File: config.mk
export PLATFORM = sky130hd
export DESIGN_NAME = icache_axi_refill
export DESIGN_NICKNAME = d
export VERILOG_FILES = /design/src/rtl/icache_axi_refill.sv
export SDC_FILE = /design/constraint.sdc
export NUM_CORES = 1
export LEC_CHECK = 0
export BUFFER_PORTS_ARGS = -buffer_cell sky130_fd_sc_hd__buf_2
export CAP_MARGIN = 20
export CORE_MARGIN = 2
export CORE_UTILIZATION = 45
export CTS_CLUSTER_DIAMETER = 60
export DETAILED_ROUTE_END_ITERATION = 12
export PLACE_DENSITY = 0.76
export SYNTH_ARGS = -nofsm -noshare
export SYNTH_HDL_FRONTEND = slang
export SYNTH_SLANG_ARGS = --single-unit
File: constraint.sdc
create_clock -name clk -period 2.65 [get_ports clk]
set_input_delay 0.1325 -clock clk [delete_from_list [all_inputs] [get_ports clk]]
set_output_delay 0.1325 -clock clk [all_outputs]
set_load 0.1 [all_outputs]
File: src/rtl/icache_axi_refill.sv
// icache_axi_refill: AXI4 read-burst master that fetches one 8-word
// instruction-cache line per request and hands it back in parallel with a
// single-cycle grant. The line buffer is held until the next burst's first beat.
module icache_axi_refill #(
    parameter logic [3:0]  ARID       = 4'd0,
    parameter int unsigned LINE_WORDS = 8
) (
    input  logic                         clk,
    input  logic                         rst_n,
    // icache refill port
    input  logic                         rd_req,
    input  logic [31:0]                  rd_addr,
    output logic                         rd_gnt,
    output logic [LINE_WORDS-1:0][31:0]  rd_data,
    output logic                         rd_err,
    // AXI4 read address channel
    output logic [3:0]                   arid,
    output logic [31:0]                  araddr,
    output logic [7:0]                   arlen,
    output logic [2:0]                   arsize,
    output logic [1:0]                   arburst,
    output logic                         arvalid,
    input  logic                         arready,
    // AXI4 read data channel
    input  logic [3:0]                   rid,
    input  logic [31:0]                  rdata,
    input  logic [1:0]                   rresp,
    input  logic                         rlast,
    input  logic                         rvalid,
    output logic                         rready
);

    localparam int unsigned       BEAT_W     = $clog2(LINE_WORDS);
    localparam int unsigned       OFFSET_W   = 5;
    localparam logic [BEAT_W-1:0] LAST_BEAT  = BEAT_W'(LINE_WORDS - 1);
    localparam logic [2:0]        SIZE_WORD  = 3'b010;
    localparam logic [1:0]        BURST_INCR = 2'b01;

    typedef enum logic [1:0] {
        S_IDLE,
        S_ADDR,
        S_DATA,
        S_DONE
    } state_e;

    state_e                        state_q, state_d;
    logic [BEAT_W-1:0]             beat_q, beat_d;
    logic                          err_q, err_d;
    logic [31:0]                   araddr_q, araddr_d;
    logic [LINE_WORDS-1:0][31:0]   rd_data_q, rd_data_d;
    logic                          arvalid_q, arvalid_d;
    logic                          rready_q, rready_d;
    logic                          rd_gnt_q, rd_gnt_d;
    logic                          rd_err_q, rd_err_d;

    logic                          beat_fire;
    logic                          beat_bad;

    // Line offset bits of the miss address are irrelevant to a full-line burst.
    logic [OFFSET_W-1:0]           unused_addr_bits;
    assign unused_addr_bits = rd_addr[OFFSET_W-1:0];

    // Fixed burst shape: one full line of word-sized INCR beats.
    assign arid    = ARID;
    assign arlen   = 8'(LINE_WORDS - 1);
    assign arsize  = SIZE_WORD;
    assign arburst = BURST_INCR;

    assign araddr  = araddr_q;
    assign arvalid = arvalid_q;
    assign rready  = rready_q;
    assign rd_gnt  = rd_gnt_q;
    assign rd_err  = rd_err_q;
    assign rd_data = rd_data_q;

    // Next-state, line-buffer capture and registered-output decode.
    always_comb begin
        state_d   = state_q;
        beat_d    = beat_q;
        err_d     = err_q;
        araddr_d  = araddr_q;
        rd_data_d = rd_data_q;
        arvalid_d = 1'b0;
        rready_d  = 1'b0;
        rd_gnt_d  = 1'b0;
        rd_err_d  = 1'b0;

        beat_fire = rvalid & rready_q;
        // Any bad response, foreign ID, or rlast not exactly on the final beat.
        beat_bad  = (rresp != 2'b00) | (rid != ARID) | (rlast != (beat_q == LAST_BEAT));

        unique case (state_q)
            S_IDLE: begin
                if (rd_req) begin
                    araddr_d  = {rd_addr[31:OFFSET_W], OFFSET_W'(0)};
                    arvalid_d = 1'b1;
                    state_d   = S_ADDR;
                end
            end
            S_ADDR: begin
                if (arvalid_q && arready) begin
                    beat_d   = '0;
                    err_d    = 1'b0;
                    rready_d = 1'b1;
                    state_d  = S_DATA;
                end else begin
                    arvalid_d = 1'b1;
                end
            end
            S_DATA: begin
                rready_d = 1'b1;
                if (beat_fire) begin
                    rd_data_d[beat_q] = rdata;
                    err_d             = err_q | beat_bad;
                    // The beat count, not rlast, decides when the line is complete.
                    if (beat_q == LAST_BEAT) begin
                        rready_d = 1'b0;
                        rd_gnt_d = 1'b1;
                        rd_err_d = err_q | beat_bad;
                        state_d  = S_DONE;
                    end else begin
                        beat_d = beat_q + BEAT_W'(1);
                    end
                end
            end
            S_DONE: begin
                state_d = S_IDLE;
            end
            default: begin
                state_d = S_IDLE;
            end
        endcase
    end

    // State and output registers; reset abandons any burst in flight.
    always_ff @(posedge clk or negedge rst_n) begin
        if (!rst_n) begin
            state_q   <= S_IDLE;
            beat_q    <= '0;
            err_q     <= 1'b0;
            araddr_q  <= '0;
            rd_data_q <= '0;
            arvalid_q <= 1'b0;
            rready_q  <= 1'b0;
            rd_gnt_q  <= 1'b0;
            rd_err_q  <= 1'b0;
        end else begin
            state_q   <= state_d;
            beat_q    <= beat_d;
            err_q     <= err_d;
            araddr_q  <= araddr_d;
            rd_data_q <= rd_data_d;
            arvalid_q <= arvalid_d;
            rready_q  <= rready_d;
            rd_gnt_q  <= rd_gnt_d;
            rd_err_q  <= rd_err_d;
        end
    end

endmodule

==> results of run 1 <==
==> synthesized netlist by cell type (2+ instances only) <==
cell | instances | area (um2)
sky130_fd_sc_hd__nor3_2 | 3 | 30.0
sky130_fd_sc_hd__conb_1 | 2 | 7.51
sky130_fd_sc_hd__nor2b_1 | 3 | 18.8
sky130_fd_sc_hd__buf_4 | 28 | 210
sky130_fd_sc_hd__nand3_1 | 6 | 30.0
sky130_fd_sc_hd__buf_2 | 20 | 100
sky130_fd_sc_hd__mux2_1 | 42 | 473
sky130_fd_sc_hd__nand2_1 | 4 | 15.0
sky130_fd_sc_hd__o221ai_1 | 2 | 17.5
sky130_fd_sc_hd__nor2_1 | 6 | 22.5
sky130_fd_sc_hd__nor3_1 | 2 | 10.0
sky130_fd_sc_hd__ha_1 | 6 | 75.1
sky130_fd_sc_hd__dfrtp_1 | 293 | 7330
sky130_fd_sc_hd__inv_1 | 5 | 18.8
sky130_fd_sc_hd__mux2_2 | 242 | 2730
sky130_fd_sc_hd__clkbuf_1 | 4 | 15.0
==> cell families (layout without fill, tap and decap cells) <==
logic type / after synthesis / count (layout) / synth area share [%]
adders and majority gates: 6 / 6 / 0.665
AOI/OAI and AO/OA: 12 / 12 / 0.942
and+or+nand+nor: 33 / 33 / 1.82
muxes: 285 / 285 / 28.4
xor gates and xnor gates: 1 / 1 / 0.0776
buffers and inverters: 57 / 509 / 3.05
other: 2 / 22 / 0.0665
DFF: 293 / 293 / 65.0
==> layout make-up <==
| cell class | instances | area [um2] | area share [%] |
|---|---|---|---|
| well taps | 324 | 405 | 2.67 |
| repair buffers | 449 | 2710 | 17.8 |
| flip-flops and latches | 293 | 7330 | 48.3 |
| clock buffers | 43 | 891 | 5.87 |
| inverters | 5 | 18.8 | 0.124 |
| clock inverters | 12 | 100 | 0.660 |
| multi-input cells | 359 | 3720 | 24.5 |
==> flip-flops by register name, summed over array words and instances, names as in the netlist <==
| name | flops |
|---|---|
| rd_data | 256 |
| araddr | 27 |
| beat_q | 3 |
| state_q | 2 |
| arvalid | 1 |
| err_q | 1 |
| rd_err | 1 |
| rd_gnt | 1 |
| rready | 1 |
==> what timing repair did <==
item,in CTS,in global routing
resized for setup,0,0
endpoints found under the hold margin,345,0
hold buffers,68,0
==> metal layers <==
layer | vias up | share of wire, %
li1 | 3305 | -
met1 | 3794 | 40
met2 | 264 | 50
met3 | 64 | 6.8
met4 | 0 | 3.0
met5 | - | 0
==> path summary, 6_finish.rpt <==
| path | startpoint | endpoint | slack, ns | cells after the start |
|---|---|---|---|---|
| setup / recovery | err_q$_DFFE_PN0P_ | err_q$_DFFE_PN0P_ | 0.38 | 5 |
| hold / removal | rst_n | araddr[11]$_DFFE_PN0P_ | 0.14 | 2 |
| setup reg to reg | err_q$_DFFE_PN0P_ | err_q$_DFFE_PN0P_ | 0.38 | 5 |
| hold reg to reg | rd_data[97]$_DFFE_PN0P_ | rd_data[97]$_DFFE_PN0P_ | 0.48 | 1 |
| max in group asynchronous | rst_n | rd_data[54]$_DFFE_PN0P_ | 1.77 | 3 |
| min in group clk | rd_addr[19] | araddr[19]$_DFFE_PN0P_ | 0.36 | 3 |
==> power by group through the flow <==
stage / Combinational, mW / Clock (mW) / Sequential (mW)
floorplan: 1.22 / 0 / 11.2
global placement: 8.01 / 0 / 5.68
detailed placement: 8.07 / 0 / 5.73
CTS: 8.16 / 4.28 / 5.67
global route: 8.36 / 4.47 / 5.77
finish: 8.14 / 4.17 / 5.67
==> worst max-delay path: cells and delay by family, from the launching register on <==
kind / cells / cell delay (ns)
AOI/OAI and AO/OA: 1 / 0.25
buffers and inverters: 2 / 1.18
DFF: 1 / 0.38
and+or+nand+nor: 2 / 0.34
==> stage by stage <==
stage,total power [mW],hold slack (ns)
3_5_place_dp,13.8,0.134
3_3_place_gp,13.7,0.128
6_report,18.0,0.145
2_1_floorplan,12.4,-0.163
4_1_cts,18.1,0.142
5_1_grt,18.6,0.183
==> flow_summary.html, run 1 <==
<table>
<tr><th>Metric</th><th>Value</th></tr>
<tr><th colspan="2">Placed design</th></tr>
<tr><td>Pre-CTS WS</td><td>0.503 ns</td></tr>
<tr><td>Count of placed standard cells including taps</td><td>1362</td></tr>
<tr><td>Weighted congestion reported at the end of routability-driven placement</td><td>0.773</td></tr>
<tr><td>Count of buffers inserted at the top-level ports</td><td>357</td></tr>
<tr><td>Post-Place Cell Area</td><td>13500 um2</td></tr>
<tr><td>Post-DP HPWL</td><td>19000 um</td></tr>
<tr><th colspan="2">Worst setup path</th></tr>
<tr><td>Maximum fanout count along the critical path</td><td>2</td></tr>
<tr><td>Critical path launch point type</td><td>flip-flop</td></tr>
<tr><td>Crit-path most repeated cell</td><td>sky130_fd_sc_hd__dlygate4sd3_1</td></tr>
<tr><td>Worst Setup Path Type</td><td>reg2reg</td></tr>
<tr><td>Endpoint type of the worst setup path</td><td>flip-flop</td></tr>
<tr><td>Slowest cell on the critical path</td><td>sky130_fd_sc_hd__dlygate4sd3_1</td></tr>
<tr><td>Largest stage delay on the critical path</td><td>0.61 ns</td></tr>
<tr><td>CP arrival</td><td>2.69 ns</td></tr>
<tr><td>CP Data Required Time</td><td>3.08 ns</td></tr>
<tr><td>Worst-path cell chain</td><td>nor4_1 -&gt; dlygate4sd3_1 -&gt; nand3_1 -&gt; dlygate4sd3_1 -&gt; a32o_1</td></tr>
<tr><th colspan="2">Global routing</th></tr>
<tr><td>Global-route wire length before repair</td><td>44800 um</td></tr>
<tr><td>GRT Resource Usage Total</td><td>21.7%</td></tr>
<tr><td>Initial antenna violation count</td><td>0</td></tr>
<tr><td>Met2 track utilization from global routing</td><td>37.4%</td></tr>
<tr><td>Pin count of the biggest net entering global routing</td><td>69</td></tr>
<tr><td>Global-route met3 utilization</td><td>5.37%</td></tr>
<tr><td>Via count of the first global-routing pass</td><td>7867</td></tr>
<tr><td>Global route hottest layer</td><td>met2</td></tr>
<tr><td>Met1 GRT Util</td><td>27.2%</td></tr>
<tr><td>Total gr overflow</td><td>0</td></tr>
<tr><th colspan="2">Power</th></tr>
<tr><td>P_int</td><td>9.07 mW</td></tr>
<tr><td>Clock share of power</td><td>23.2%</td></tr>
<tr><td>Highest ir drop seen on vdd</td><td>1230 uV</td></tr>
<tr><td>Comb pwr share</td><td>45.3%</td></tr>
<tr><td>Sequential share of power</td><td>31.6%</td></tr>
<tr><td>LEAKAGE</td><td>8.46 nW</td></tr>
<tr><td>Power per unit of standard cell area</td><td>1180 nW/um2</td></tr>
<tr><td>Sw Pwr</td><td>8.92 mW</td></tr>
<tr><td>Sw Share</td><td>49.6%</td></tr>
<tr><th colspan="2">Final layout</th></tr>
<tr><td>Fill count</td><td>1859</td></tr>
<tr><td>Area Overhead vs Synth</td><td>34.5%</td></tr>
<tr><td>Most common library cell in the layout ignoring fill and taps</td><td>sky130_fd_sc_hd__buf_2</td></tr>
<tr><td>Final std cells w/o fill</td><td>1485</td></tr>
<tr><td>Antenna diodes</td><td>0</td></tr>
<tr><td>Net count reported at finish</td><td>1221</td></tr>
<tr><td>Post-layout instance area</td><td>15200 um2</td></tr>
<tr><td>Fraction of layout instances using a drive strength above 1</td><td>58.8%</td></tr>
<tr><td>Fin util</td><td>62.0%</td></tr>
<tr><td>Commonest cells after routing, fill and taps aside</td><td>sky130_fd_sc_hd__buf_2 (356), sky130_fd_sc_hd__dfrtp_1 (293), sky130_fd_sc_hd__mux2_2 (242)</td></tr>
<tr><th colspan="2">STA</th></tr>
<tr><td>Time the final worst path needs with I/O delays and setup</td><td>2.27 ns</td></tr>
<tr><td>Unrepaired setup endpoints after global routing</td><td>no</td></tr>
<tr><td>Relative max-transition margin</td><td>62.8%</td></tr>
<tr><td>Endpoints failing hold</td><td>0</td></tr>
<tr><td>Worst Slack Setup Final</td><td>0.384 ns</td></tr>
<tr><td>Actual transition at the worst max-transition pin</td><td>0.557 ns</td></tr>
<tr><td>Total negative setup slack</td><td>0 ns</td></tr>
<tr><td>Final number of max-transition violations</td><td>0</td></tr>
<tr><td>Final Setup Violations</td><td>0</td></tr>
<tr><td>Clock skew after layout</td><td>0.0139 ns</td></tr>
<tr><td>FMAX</td><td>0.441 GHz</td></tr>
<tr><td>Final worst path period share</td><td>85.5%</td></tr>
<tr><th colspan="2">Floorplan</th></tr>
<tr><td>Total I/O pin count</td><td>385</td></tr>
<tr><td>Width of the die</td><td>162 um</td></tr>
<tr><td>Die ar.</td><td>26400 um2</td></tr>
<tr><td>Die Y</td><td>162 um</td></tr>
<tr><td>Initial Utilization</td><td>46.1%</td></tr>
<tr><td>Core area</td><td>24500 um2</td></tr>
<tr><td># rows</td><td>57</td></tr>
<tr><th colspan="2">Route</th></tr>
<tr><td>Drt via density</td><td>5.00</td></tr>
<tr><td>Post-route DRC violation count</td><td>0</td></tr>
<tr><td>Post-detailed-route count of antenna-violating nets</td><td>0</td></tr>
<tr><td>Vias post-DR</td><td>7427</td></tr>
<tr><td>First-pass detailed-route iteration total</td><td>5</td></tr>
<tr><td>Number of DRC violations after detailed-routing iteration 0</td><td>335</td></tr>
<tr><td>Average wire per standard cell</td><td>19.4 um</td></tr>
<tr><td>Wire length reported by the detailed router</td><td>28900 um</td></tr>
<tr><th colspan="2">Synthesis</th></tr>
<tr><td>Syn Std Cell Area</td><td>11300 um2</td></tr>
<tr><td>Yosys cell types</td><td>37</td></tr>
<tr><td>Primary flip-flop cell chosen by synthesis mapping</td><td>sky130_fd_sc_hd__dfrtp_1</td></tr>
<tr><td>Synthesis warning total</td><td>0</td></tr>
<tr><td>Synthesized instance count</td><td>689</td></tr>
<tr><td>Sequential cell area fraction in the yosys report</td><td>65.0%</td></tr>
<tr><td>Post-synth EDFFs</td><td>0</td></tr>
<tr><td>FFs w/ async S/R, synth</td><td>100%</td></tr>
<tr><td>Synthesis-stage register bit count</td><td>293</td></tr>
<tr><td>Average cell area after synthesis</td><td>16.4 um2</td></tr>
<tr><th colspan="2">Clock network</th></tr>
<tr><td>Clock transition at the registers of the reported paths</td><td>0.06 ns</td></tr>
<tr><td>Max clock buf depth</td><td>3</td></tr>
<tr><td>TritonCTS Buffers</td><td>31</td></tr>
<tr><td>Number of clock sinks</td><td>293</td></tr>
<tr><td>Level count of the clock H-tree</td><td>1</td></tr>
<tr><td>Buffers inserted during post-CTS setup optimization</td><td>0</td></tr>
<tr><td>Clock insertion delay at the later pin of the skew report</td><td>0.55 ns</td></tr>
<tr><td>Root Buffer Master</td><td>sky130_fd_sc_hd__clkbuf_16</td></tr>
<tr><td>CTS tree</td><td>built</td></tr>
<tr><th colspan="2">Outcome</th></tr>
<tr><td>Outcome</td><td>complete, no violations</td></tr>
<tr><th colspan="2">Hold path</th></tr>
<tr><td>Class of the tightest hold or removal check</td><td>in2async</td></tr>
<tr><th colspan="2">Job</th></tr>
<tr><td>Max-cap violations</td><td>0</td></tr>
</table>
No activity file was read; power rests on OpenSTA's default activity.
==> run 2, diff against run 1 <==
--- a/config.mk
+++ b/config.mk
@@ -11,7 +11,9 @@
 export CORE_UTILIZATION = 45
 export CTS_CLUSTER_DIAMETER = 60
 export DETAILED_ROUTE_END_ITERATION = 12
+export HOLD_SLACK_MARGIN = 0.1
 export PLACE_DENSITY = 0.76
+export SLEW_MARGIN = 20
 export SYNTH_ARGS = -nofsm -noshare
 export SYNTH_HDL_FRONTEND = slang
 export SYNTH_SLANG_ARGS = --single-unit
==> constraint.sdc (replaced) <==
create_clock -name clk -period 2.65 [get_ports clk]
set_input_delay 0.795 -clock clk [delete_from_list [all_inputs] [get_ports clk]]
set_output_delay 0.795 -clock clk [all_outputs]
set_load 0.1 [all_outputs]
==> flow_summary.html, run 2 (same netlist as run 1, synthesis figures left out) <==
<table>
<tr><th>Metric</th><th>Value</th></tr>
<tr><th colspan="2">Final layout</th></tr>
<tr><td>Fill count</td><td>1928 (was 1859)</td></tr>
<tr><td>Largest register FFs</td><td>256 (unchanged)</td></tr>
<tr><td>Net count reported at finish</td><td>1151 (was 1221)</td></tr>
<tr><td>Fin util</td><td>59.4% (was 62.0%)</td></tr>
<tr><td>Total area of multi-input combinational cells</td><td>3720 um2 (unchanged)</td></tr>
<tr><td>Post-layout instance area</td><td>14500 um2 (was 15200 um2)</td></tr>
<tr><td>Most common library cell in the layout ignoring fill and taps</td><td>sky130_fd_sc_hd__buf_2 (unchanged)</td></tr>
<tr><td>Area Overhead vs Synth</td><td>28.6% (was 34.5%)</td></tr>
<tr><td>Fraction of layout instances using a drive strength above 1</td><td>62.0% (was 58.8%)</td></tr>
<tr><td>Commonest cells after routing, fill and taps aside</td><td>sky130_fd_sc_hd__buf_2 (356), sky130_fd_sc_hd__dfrtp_1 (293), sky130_fd_sc_hd__mux2_2 (242) (unchanged)</td></tr>
<tr><td>Footprint of the flip-flops and latches</td><td>7330 um2 (unchanged)</td></tr>
<tr><th colspan="2">Clock network</th></tr>
<tr><td>Clock insertion delay at the later pin of the skew report</td><td>0.54 ns (was 0.55 ns)</td></tr>
<tr><td>Clock transition at the registers of the reported paths</td><td>0.06 ns (about the same)</td></tr>
<tr><td>TritonCTS Buffers</td><td>30 (was 31)</td></tr>
<tr><td>CTS tree</td><td>built (unchanged)</td></tr>
<tr><td>Root Buffer Master</td><td>sky130_fd_sc_hd__clkbuf_16 (unchanged)</td></tr>
<tr><td>Max clock buf depth</td><td>3 (unchanged)</td></tr>
<tr><td>Number of gates resized after CTS</td><td>0 (unchanged)</td></tr>
<tr><td>Buffers inserted during post-CTS setup optimization</td><td>0 (unchanged)</td></tr>
<tr><td>Number of hold buffers added after cts</td><td>0 (was 68)</td></tr>
<tr><td>Level count of the clock H-tree</td><td>1 (unchanged)</td></tr>
<tr><td>Number of clock sinks</td><td>293 (unchanged)</td></tr>
<tr><th colspan="2">Placed design</th></tr>
<tr><td>Pre-CTS WS</td><td>0.372 ns (was 0.503 ns)</td></tr>
<tr><td>Count of buffers inserted at the top-level ports</td><td>357 (unchanged)</td></tr>
<tr><td>Weighted congestion reported at the end of routability-driven placement</td><td>0.790 (was 0.773)</td></tr>
<tr><td>Post-DP HPWL</td><td>18700 um (was 19000 um)</td></tr>
<tr><td>Post-Place Cell Area</td><td>13500 um2 (about the same)</td></tr>
<tr><th colspan="2">Worst setup path</th></tr>
<tr><td>Worst Setup Path Type</td><td>reg2out (was reg2reg)</td></tr>
<tr><td>CP Data Required Time</td><td>1.86 ns (was 3.08 ns)</td></tr>
<tr><td>Critical path launch point type</td><td>flip-flop (unchanged)</td></tr>
<tr><td>FF-to-FF path depth</td><td>6 (was 5)</td></tr>
<tr><td>Worst-path cell chain</td><td>buf_2 (was nor4_1 -&gt; dlygate4sd3_1 -&gt; nand3_1 -&gt; dlygate4sd3_1 -&gt; a32o_1)</td></tr>
<tr><td>Worst path top cell family by delay</td><td>buffers and inverters (unchanged)</td></tr>
<tr><td>Endpoint type of the worst setup path</td><td>primary output (was flip-flop)</td></tr>
<tr><td>Worst R2R Start</td><td>state_q[0]$_DFFE_PN0P_ (was err_q$_DFFE_PN0P_)</td></tr>
<tr><td>Largest stage delay on the critical path</td><td>0.48 ns (was 0.61 ns)</td></tr>
<tr><td>Total buffers and inverters traversed by the critical path</td><td>1 (was 2)</td></tr>
<tr><td>Worst reg2reg setup slack</td><td>0.47 ns (was 0.38 ns)</td></tr>
<tr><td>R2r endpoint</td><td>rd_data[104]$_DFFE_PN0P_ (was err_q$_DFFE_PN0P_)</td></tr>
<tr><td>CP arrival</td><td>1.43 ns (was 2.69 ns)</td></tr>
<tr><td>Slowest cell on the critical path</td><td>sky130_fd_sc_hd__buf_2 (was sky130_fd_sc_hd__dlygate4sd3_1)</td></tr>
<tr><td>Maximum fanout count along the critical path</td><td>5 (was 2)</td></tr>
<tr><th colspan="2">Route</th></tr>
<tr><td>Average wire per standard cell</td><td>19.4 um (about the same)</td></tr>
<tr><td>Post-route DRC violation count</td><td>0 (unchanged)</td></tr>
<tr><td>Wire length reported by the detailed router</td><td>27500 um (was 28900 um)</td></tr>
<tr><td>First-pass detailed-route iteration total</td><td>4 (was 5)</td></tr>
<tr><td>Vias post-DR</td><td>7126 (was 7427)</td></tr>
<tr><td>Number of DRC violations after detailed-routing iteration 0</td><td>398 (was 335)</td></tr>
<tr><td>Post-detailed-route count of antenna-violating nets</td><td>0 (unchanged)</td></tr>
<tr><td>Drt via density</td><td>5.03 (was 5.00)</td></tr>
<tr><th colspan="2">STA</th></tr>
<tr><td>Worst Slack Setup Final</td><td>0.422 ns (was 0.384 ns)</td></tr>
<tr><td>Time the final worst path needs with I/O delays and setup</td><td>2.23 ns (was 2.27 ns)</td></tr>
<tr><td>Final Setup Violations</td><td>0 (unchanged)</td></tr>
<tr><td>FMAX</td><td>0.449 GHz (was 0.441 GHz)</td></tr>
<tr><td>Unrepaired setup endpoints after global routing</td><td>no (unchanged)</td></tr>
<tr><td>Endpoints failing hold</td><td>0 (unchanged)</td></tr>
<tr><td>Final number of max-transition violations</td><td>0 (unchanged)</td></tr>
<tr><td>Relative max-transition margin</td><td>61.1% (was 62.8%)</td></tr>
<tr><td>Clock skew after layout</td><td>0.0147 ns (was 0.0139 ns)</td></tr>
<tr><td>Total negative setup slack</td><td>0 ns (unchanged)</td></tr>
<tr><td>Final worst path period share</td><td>84.1% (was 85.5%)</td></tr>
<tr><td>Actual transition at the worst max-transition pin</td><td>0.583 ns (was 0.557 ns)</td></tr>
<tr><th colspan="2">Power</th></tr>
<tr><td>Power per unit of standard cell area</td><td>1220 nW/um2 (was 1180 nW/um2)</td></tr>
<tr><td>Highest ir drop seen on vdd</td><td>1110 uV (was 1230 uV)</td></tr>
<tr><td>LEAKAGE</td><td>8.16 nW (was 8.46 nW)</td></tr>
<tr><th colspan="2">Global routing</th></tr>
<tr><td>Initial antenna violation count</td><td>1 (was 0)</td></tr>
<tr><td>Global-route wire length before repair</td><td>42200 um (was 44800 um)</td></tr>
<tr><td>Via count of the first global-routing pass</td><td>7342 (was 7867)</td></tr>
<tr><td>GRT Resource Usage Total</td><td>20.4% (was 21.7%)</td></tr>
<tr><td>Pin count of the biggest net entering global routing</td><td>70 (was 69)</td></tr>
<tr><td>Total gr overflow</td><td>0 (unchanged)</td></tr>
<tr><th colspan="2">Floorplan</th></tr>
<tr><td>Initial Utilization</td><td>46.1% (unchanged)</td></tr>
<tr><td>Total I/O pin count</td><td>385 (unchanged)</td></tr>
<tr><td># rows</td><td>57 (unchanged)</td></tr>
<tr><td>Core area</td><td>24500 um2 (unchanged)</td></tr>
<tr><td>Die ar.</td><td>26400 um2 (unchanged)</td></tr>
<tr><td>Die Y</td><td>162 um (unchanged)</td></tr>
<tr><td>Width of the die</td><td>162 um (unchanged)</td></tr>
<tr><th colspan="2">Job</th></tr>
<tr><td>Max-cap violations</td><td>0 (unchanged)</td></tr>
<tr><th colspan="2">Outcome</th></tr>
<tr><td>Outcome</td><td>complete, no violations (unchanged)</td></tr>
<tr><th colspan="2">Hold path</th></tr>
<tr><td>Class of the tightest hold or removal check</td><td>in2async (unchanged)</td></tr>
</table>
==> run 2: changes by cell type in the layout (fill, tap and decap cells not counted), sizes merged <==
| cell | before | now |
|---|---|---|
| inv | 7 | 5 |
| diode | 0 | 1 |
| clkbuf | 43 | 44 |
| bufinv | 1 | 2 |
| buf | 381 | 380 |
| clkinv | 8 | 7 |
| dlygate4sd3 | 68 | 0 |
==> run 2: report_power, final <==
part | leakage [nW] | switching (mW) | internal, mW
clock network | 0.474 | 1.68 | 2.43
logic | 3.71 | 6.72 | 1.31
registers | 3.98 | 0.396 | 5.26
total | 8.16 | 8.79 | 8.99
==> run 2: per-stage QoR <==
| step | hold WS [ns] | power [mW] | std cells |
|---|---|---|---|
| 3_5_place_dp | 0.469 | 13.8 | 1361 |
| 3_3_place_gp | 0.462 | 13.7 | 1361 |
| 4_1_cts | 0.191 | 17.9 | 1415 |
| 6_report | 0.198 | 17.8 | 1416 |
| 5_1_grt | 0.197 | 18.4 | 1416 |
| 2_1_floorplan | 0.467 | 12.4 | 709 |
==> run 2: how the worst max path moves through the flow <==
| stage | from | to | slack, ns | cells after the start |
|---|---|---|---|---|
| 3_3_place_gp | rvalid | rd_data[185]$_DFFE_PN0P_ | 0.42 | 5 |
| 6_report | rready$_DFF_PN0_ | rready | 0.42 | 1 |
| 3_5_place_dp | rvalid | rd_data[167]$_DFFE_PN0P_ | 0.37 | 5 |
| 4_1_cts | rready$_DFF_PN0_ | rready | 0.40 | 1 |
| 5_1_grt | state_q[0]$_DFFE_PN0P_ | rd_data[119]$_DFFE_PN0P_ | 0.29 | 6 |
| 2_1_floorplan | rready$_DFF_PN0_ | rd_data[33]$_DFFE_PN0P_ | 0.32 | 4 |
==> run 2: final cells by class <==
type	count	share of cell area, %
repair buffers	380	14.3
multi-input cells	359	25.6
clock buffers	44	5.89
diodes	1	0.0172
well taps	324	2.79
inverters	5	0.129
flip-flops and latches	293	50.5
clock inverters	10	0.784
==> run 2: per-layer routing <==
layer / wire [um] / up-vias / track usage, % / share of wire [%]
met2: 13900 / 261 / 34.8 / 51
met5: 0 / - / 0 / 0
li1: - / 3173 / - / -
met3: 2010 / 53 / 5.35 / 7.3
met1: 10800 / 3639 / 25.6 / 39
met4: 743 / 0 / 6.48 / 2.7
==> run 3, diff against run 2 <==
==> constraint.sdc (replaced) <==
create_clock -name clk -period 2.2 [get_ports clk]
set_input_delay 0.66 -clock clk [delete_from_list [all_inputs] [get_ports clk]]
set_output_delay 0.66 -clock clk [all_outputs]
set_load 0.1 [all_outputs]
==> flow_summary.html, run 3 (same netlist as run 1, synthesis figures left out) <==
<table>
<tr><th>Metric</th><th>Value</th></tr>
<tr><th colspan="2">Power</th></tr>
<tr><td>Power per unit of standard cell area</td><td>1480 nW/um2 (was 1220 nW/um2)</td></tr>
<tr><td>Highest ir drop seen on vdd</td><td>1680 uV (was 1110 uV)</td></tr>
<tr><td>Total chip power</td><td>21.9 mW (was 17.8 mW)</td></tr>
<tr><td>LEAKAGE</td><td>8.26 nW (was 8.16 nW)</td></tr>
<tr><th colspan="2">Worst setup path</th></tr>
<tr><td>Endpoint type of the worst setup path</td><td>primary output (unchanged)</td></tr>
<tr><td>Cell count along the critical path</td><td>1 (unchanged)</td></tr>
<tr><td>Total buffers and inverters traversed by the critical path</td><td>1 (unchanged)</td></tr>
<tr><td>Largest stage delay on the critical path</td><td>0.45 ns (was 0.48 ns)</td></tr>
<tr><td>Worst-path cell chain</td><td>buf_2 (unchanged)</td></tr>
<tr><td>Maximum fanout count along the critical path</td><td>5 (unchanged)</td></tr>
<tr><td>Slowest cell on the critical path</td><td>sky130_fd_sc_hd__buf_2 (unchanged)</td></tr>
<tr><td>Worst Setup Path Type</td><td>reg2out (unchanged)</td></tr>
<tr><td>Worst path top cell family by delay</td><td>buffers and inverters (unchanged)</td></tr>
<tr><td>CP Data Required Time</td><td>1.54 ns (was 1.86 ns)</td></tr>
<tr><td>FF-to-FF path depth</td><td>6 (unchanged)</td></tr>
<tr><td>Critical path launch point type</td><td>flip-flop (unchanged)</td></tr>
<tr><td>CP arrival</td><td>1.40 ns (was 1.43 ns)</td></tr>
<tr><th colspan="2">Final layout</th></tr>
<tr><td>Footprint of the flip-flops and latches</td><td>7330 um2 (about the same)</td></tr>
<tr><td>Area Overhead vs Synth</td><td>30.8% (was 28.6%)</td></tr>
<tr><td>Antenna diodes</td><td>0 (was 1)</td></tr>
<tr><td>Fill count</td><td>1912 (was 1928)</td></tr>
<tr><td>Fin util</td><td>60.3% (was 59.4%)</td></tr>
<tr><td>Commonest cells after routing, fill and taps aside</td><td>sky130_fd_sc_hd__buf_2 (356), sky130_fd_sc_hd__dfrtp_1 (292), sky130_fd_sc_hd__mux2_2 (242) (was sky130_fd_sc_hd__buf_2 (356), sky130_fd_sc_hd__dfrtp_1 (293), sky130_fd_sc_hd__mux2_2 (242))</td></tr>
<tr><td>Final std cells w/o fill</td><td>1425 (was 1416)</td></tr>
<tr><td>Net count reported at finish</td><td>1160 (was 1151)</td></tr>
<tr><td>Total area of multi-input combinational cells</td><td>3720 um2 (about the same)</td></tr>
<tr><td>Largest register FFs</td><td>256 (unchanged)</td></tr>
<tr><td>Most common library cell in the layout ignoring fill and taps</td><td>sky130_fd_sc_hd__buf_2 (unchanged)</td></tr>
<tr><td>Fraction of layout instances using a drive strength above 1</td><td>63.0% (was 62.0%)</td></tr>
<tr><th colspan="2">Job</th></tr>
<tr><td>Max-cap violations</td><td>0 (unchanged)</td></tr>
<tr><th colspan="2">Floorplan</th></tr>
<tr><td># rows</td><td>57 (unchanged)</td></tr>
<tr><td>Die ar.</td><td>26400 um2 (unchanged)</td></tr>
<tr><td>Total I/O pin count</td><td>385 (unchanged)</td></tr>
<tr><td>Width of the die</td><td>162 um (unchanged)</td></tr>
<tr><td>Die Y</td><td>162 um (unchanged)</td></tr>
<tr><td>Initial Utilization</td><td>46.1% (unchanged)</td></tr>
<tr><td>Core area</td><td>24500 um2 (unchanged)</td></tr>
<tr><th colspan="2">Global routing</th></tr>
<tr><td>Via count of the first global-routing pass</td><td>7573 (was 7342)</td></tr>
<tr><td>Initial antenna violation count</td><td>0 (was 1)</td></tr>
<tr><td>Global-route met3 utilization</td><td>5.07% (was 5.35%)</td></tr>
<tr><td>Global route hottest layer</td><td>met2 (unchanged)</td></tr>
<tr><td>Met1 GRT Util</td><td>26.5% (was 25.6%)</td></tr>
<tr><td>Global-route wire length before repair</td><td>43000 um (was 42200 um)</td></tr>
<tr><td>Total gr overflow</td><td>0 (unchanged)</td></tr>
<tr><td>Met2 track utilization from global routing</td><td>35.8% (was 34.8%)</td></tr>
<tr><td>GRT Resource Usage Total</td><td>20.9% (was 20.4%)</td></tr>
<tr><td>Pin count of the biggest net entering global routing</td><td>61 (was 70)</td></tr>
<tr><th colspan="2">Route</th></tr>
<tr><td>Wire length reported by the detailed router</td><td>27800 um (was 27500 um)</td></tr>
<tr><td>Number of DRC violations after detailed-routing iteration 0</td><td>266 (was 398)</td></tr>
<tr><td>Post-detailed-route count of antenna-violating nets</td><td>0 (unchanged)</td></tr>
<tr><td>Post-route DRC violation count</td><td>0 (unchanged)</td></tr>
<tr><td>Vias post-DR</td><td>7153 (was 7126)</td></tr>
<tr><td>Drt via density</td><td>5.02 (was 5.03)</td></tr>
<tr><td>First-pass detailed-route iteration total</td><td>6 (was 4)</td></tr>
<tr><td>Average wire per standard cell</td><td>19.5 um (was 19.4 um)</td></tr>
<tr><th colspan="2">STA</th></tr>
<tr><td>FMAX</td><td>0.486 GHz</td></tr>
<tr><td>Clock skew after layout</td><td>0.0143 ns (was 0.0147 ns)</td></tr>
<tr><td>Endpoints failing hold</td><td>0 (unchanged)</td></tr>
<tr><td>Actual transition at the worst max-transition pin</td><td>0.578 ns (was 0.583 ns)</td></tr>
<tr><td>Final Setup Violations</td><td>0 (unchanged)</td></tr>
<tr><td>Time the final worst path needs with I/O delays and setup</td><td>2.06 ns</td></tr>
<tr><td>Relative max-transition margin</td><td>61.5% (was 61.1%)</td></tr>
<tr><td>Worst Slack Setup Final</td><td>0.142 ns (was 0.422 ns)</td></tr>
<tr><td>Unrepaired setup endpoints after global routing</td><td>no (unchanged)</td></tr>
<tr><td>Final worst path period share</td><td>93.5%</td></tr>
<tr><td>Final number of max-transition violations</td><td>0 (unchanged)</td></tr>
<tr><td>Total negative setup slack</td><td>0 ns (unchanged)</td></tr>
<tr><th colspan="2">Clock network</th></tr>
<tr><td>Root Buffer Master</td><td>sky130_fd_sc_hd__clkbuf_16 (unchanged)</td></tr>
<tr><td>Clock transition at the registers of the reported paths</td><td>0.06 ns (about the same)</td></tr>
<tr><td>Level count of the clock H-tree</td><td>1 (unchanged)</td></tr>
<tr><td>Clock insertion delay at the later pin of the skew report</td><td>0.55 ns (was 0.54 ns)</td></tr>
<tr><td>Max clock buf depth</td><td>3 (unchanged)</td></tr>
<tr><td>CTS tree</td><td>built (unchanged)</td></tr>
<tr><td>TritonCTS Buffers</td><td>30 (unchanged)</td></tr>
<tr><td>Number of clock sinks</td><td>293 (unchanged)</td></tr>
<tr><th colspan="2">Placed design</th></tr>
<tr><td>Post-DP HPWL</td><td>19200 um (was 18700 um)</td></tr>
<tr><td>Pre-CTS WS</td><td>0.107 ns (was 0.372 ns)</td></tr>
<tr><td>Count of buffers inserted at the top-level ports</td><td>357 (unchanged)</td></tr>
<tr><td>Count of placed standard cells including taps</td><td>1369 (was 1361)</td></tr>
<tr><td>Weighted congestion reported at the end of routability-driven placement</td><td>0.768 (was 0.790)</td></tr>
<tr><th colspan="2">Hold path</th></tr>
<tr><td>Class of the tightest hold or removal check</td><td>in2reg (was in2async)</td></tr>
<tr><td>Count of cells along the worst hold path</td><td>2</td></tr>
<tr><th colspan="2">Outcome</th></tr>
<tr><td>Outcome</td><td>complete, no violations (unchanged)</td></tr>
</table>
## run 3: where the power goes
| group | leakage (nW) | switching, mW | internal, mW | total, mW |
|---|---|---|---|---|
| registers | 3.98 | 0.482 | 6.34 | 6.82 |
| logic | 3.76 | 8.11 | 1.59 | 9.70 |
| clock network | 0.524 | 2.06 | 3.30 | 5.36 |
| total | 8.26 | 10.7 | 11.2 | 21.9 |
## run 3: stage by stage
step / hold slack [ns] / cell area (um2)
6_report: 0.323 / 14800
2_1_floorplan: 0.364 / 11400
5_1_grt: 0.307 / 14800
4_1_cts: 0.298 / 14800
3_3_place_gp: 0.463 / 13700
3_5_place_dp: 0.469 / 13700
## run 3: worst paths after layout
kind,start,endpoint,slack (ns)
hold reg to reg,rd_data[142]$_DFFE_PN0P_,rd_data[142]$_DFFE_PN0P_,0.48
min in group asynchronous,rst_n,araddr[11]$_DFFE_PN0P_,0.64
hold / removal,rlast,rd_err$_DFF_PN0_,0.32
max in group asynchronous,rst_n,rd_data[250]$_DFFE_PN0P_,0.86
setup reg to reg,state_q[0]$_DFFE_PN0P_,rd_data[30]$_DFFE_PN0P_,0.17
setup / recovery,rready$_DFF_PN0_,rready,0.14
## run 3: layer usage
layer	vias to the layer above	part of all wire [%]
met5	-	0
met4	0	3.2
li1	3189	-
met3	57	6.9
met2	270	49
met1	3637	41
## run 3: area by class of cell
cell class / count / share of cell area (%)
clock buffers: 42 / 6.08
repair buffers: 389 / 14.9
well taps: 324 / 2.75
flip-flops and latches: 293 / 49.7
inverters: 5 / 0.127
clock inverters: 13 / 1.20
multi-input cells: 359 / 25.2
## run 3: repair_timing
item	4_1_cts	5_1_grt
resized for setup	0	1
setup endpoints to repair	0	41
setup buffers	0	0
hold buffers	1	0
endpoints found under the hold margin	49	0
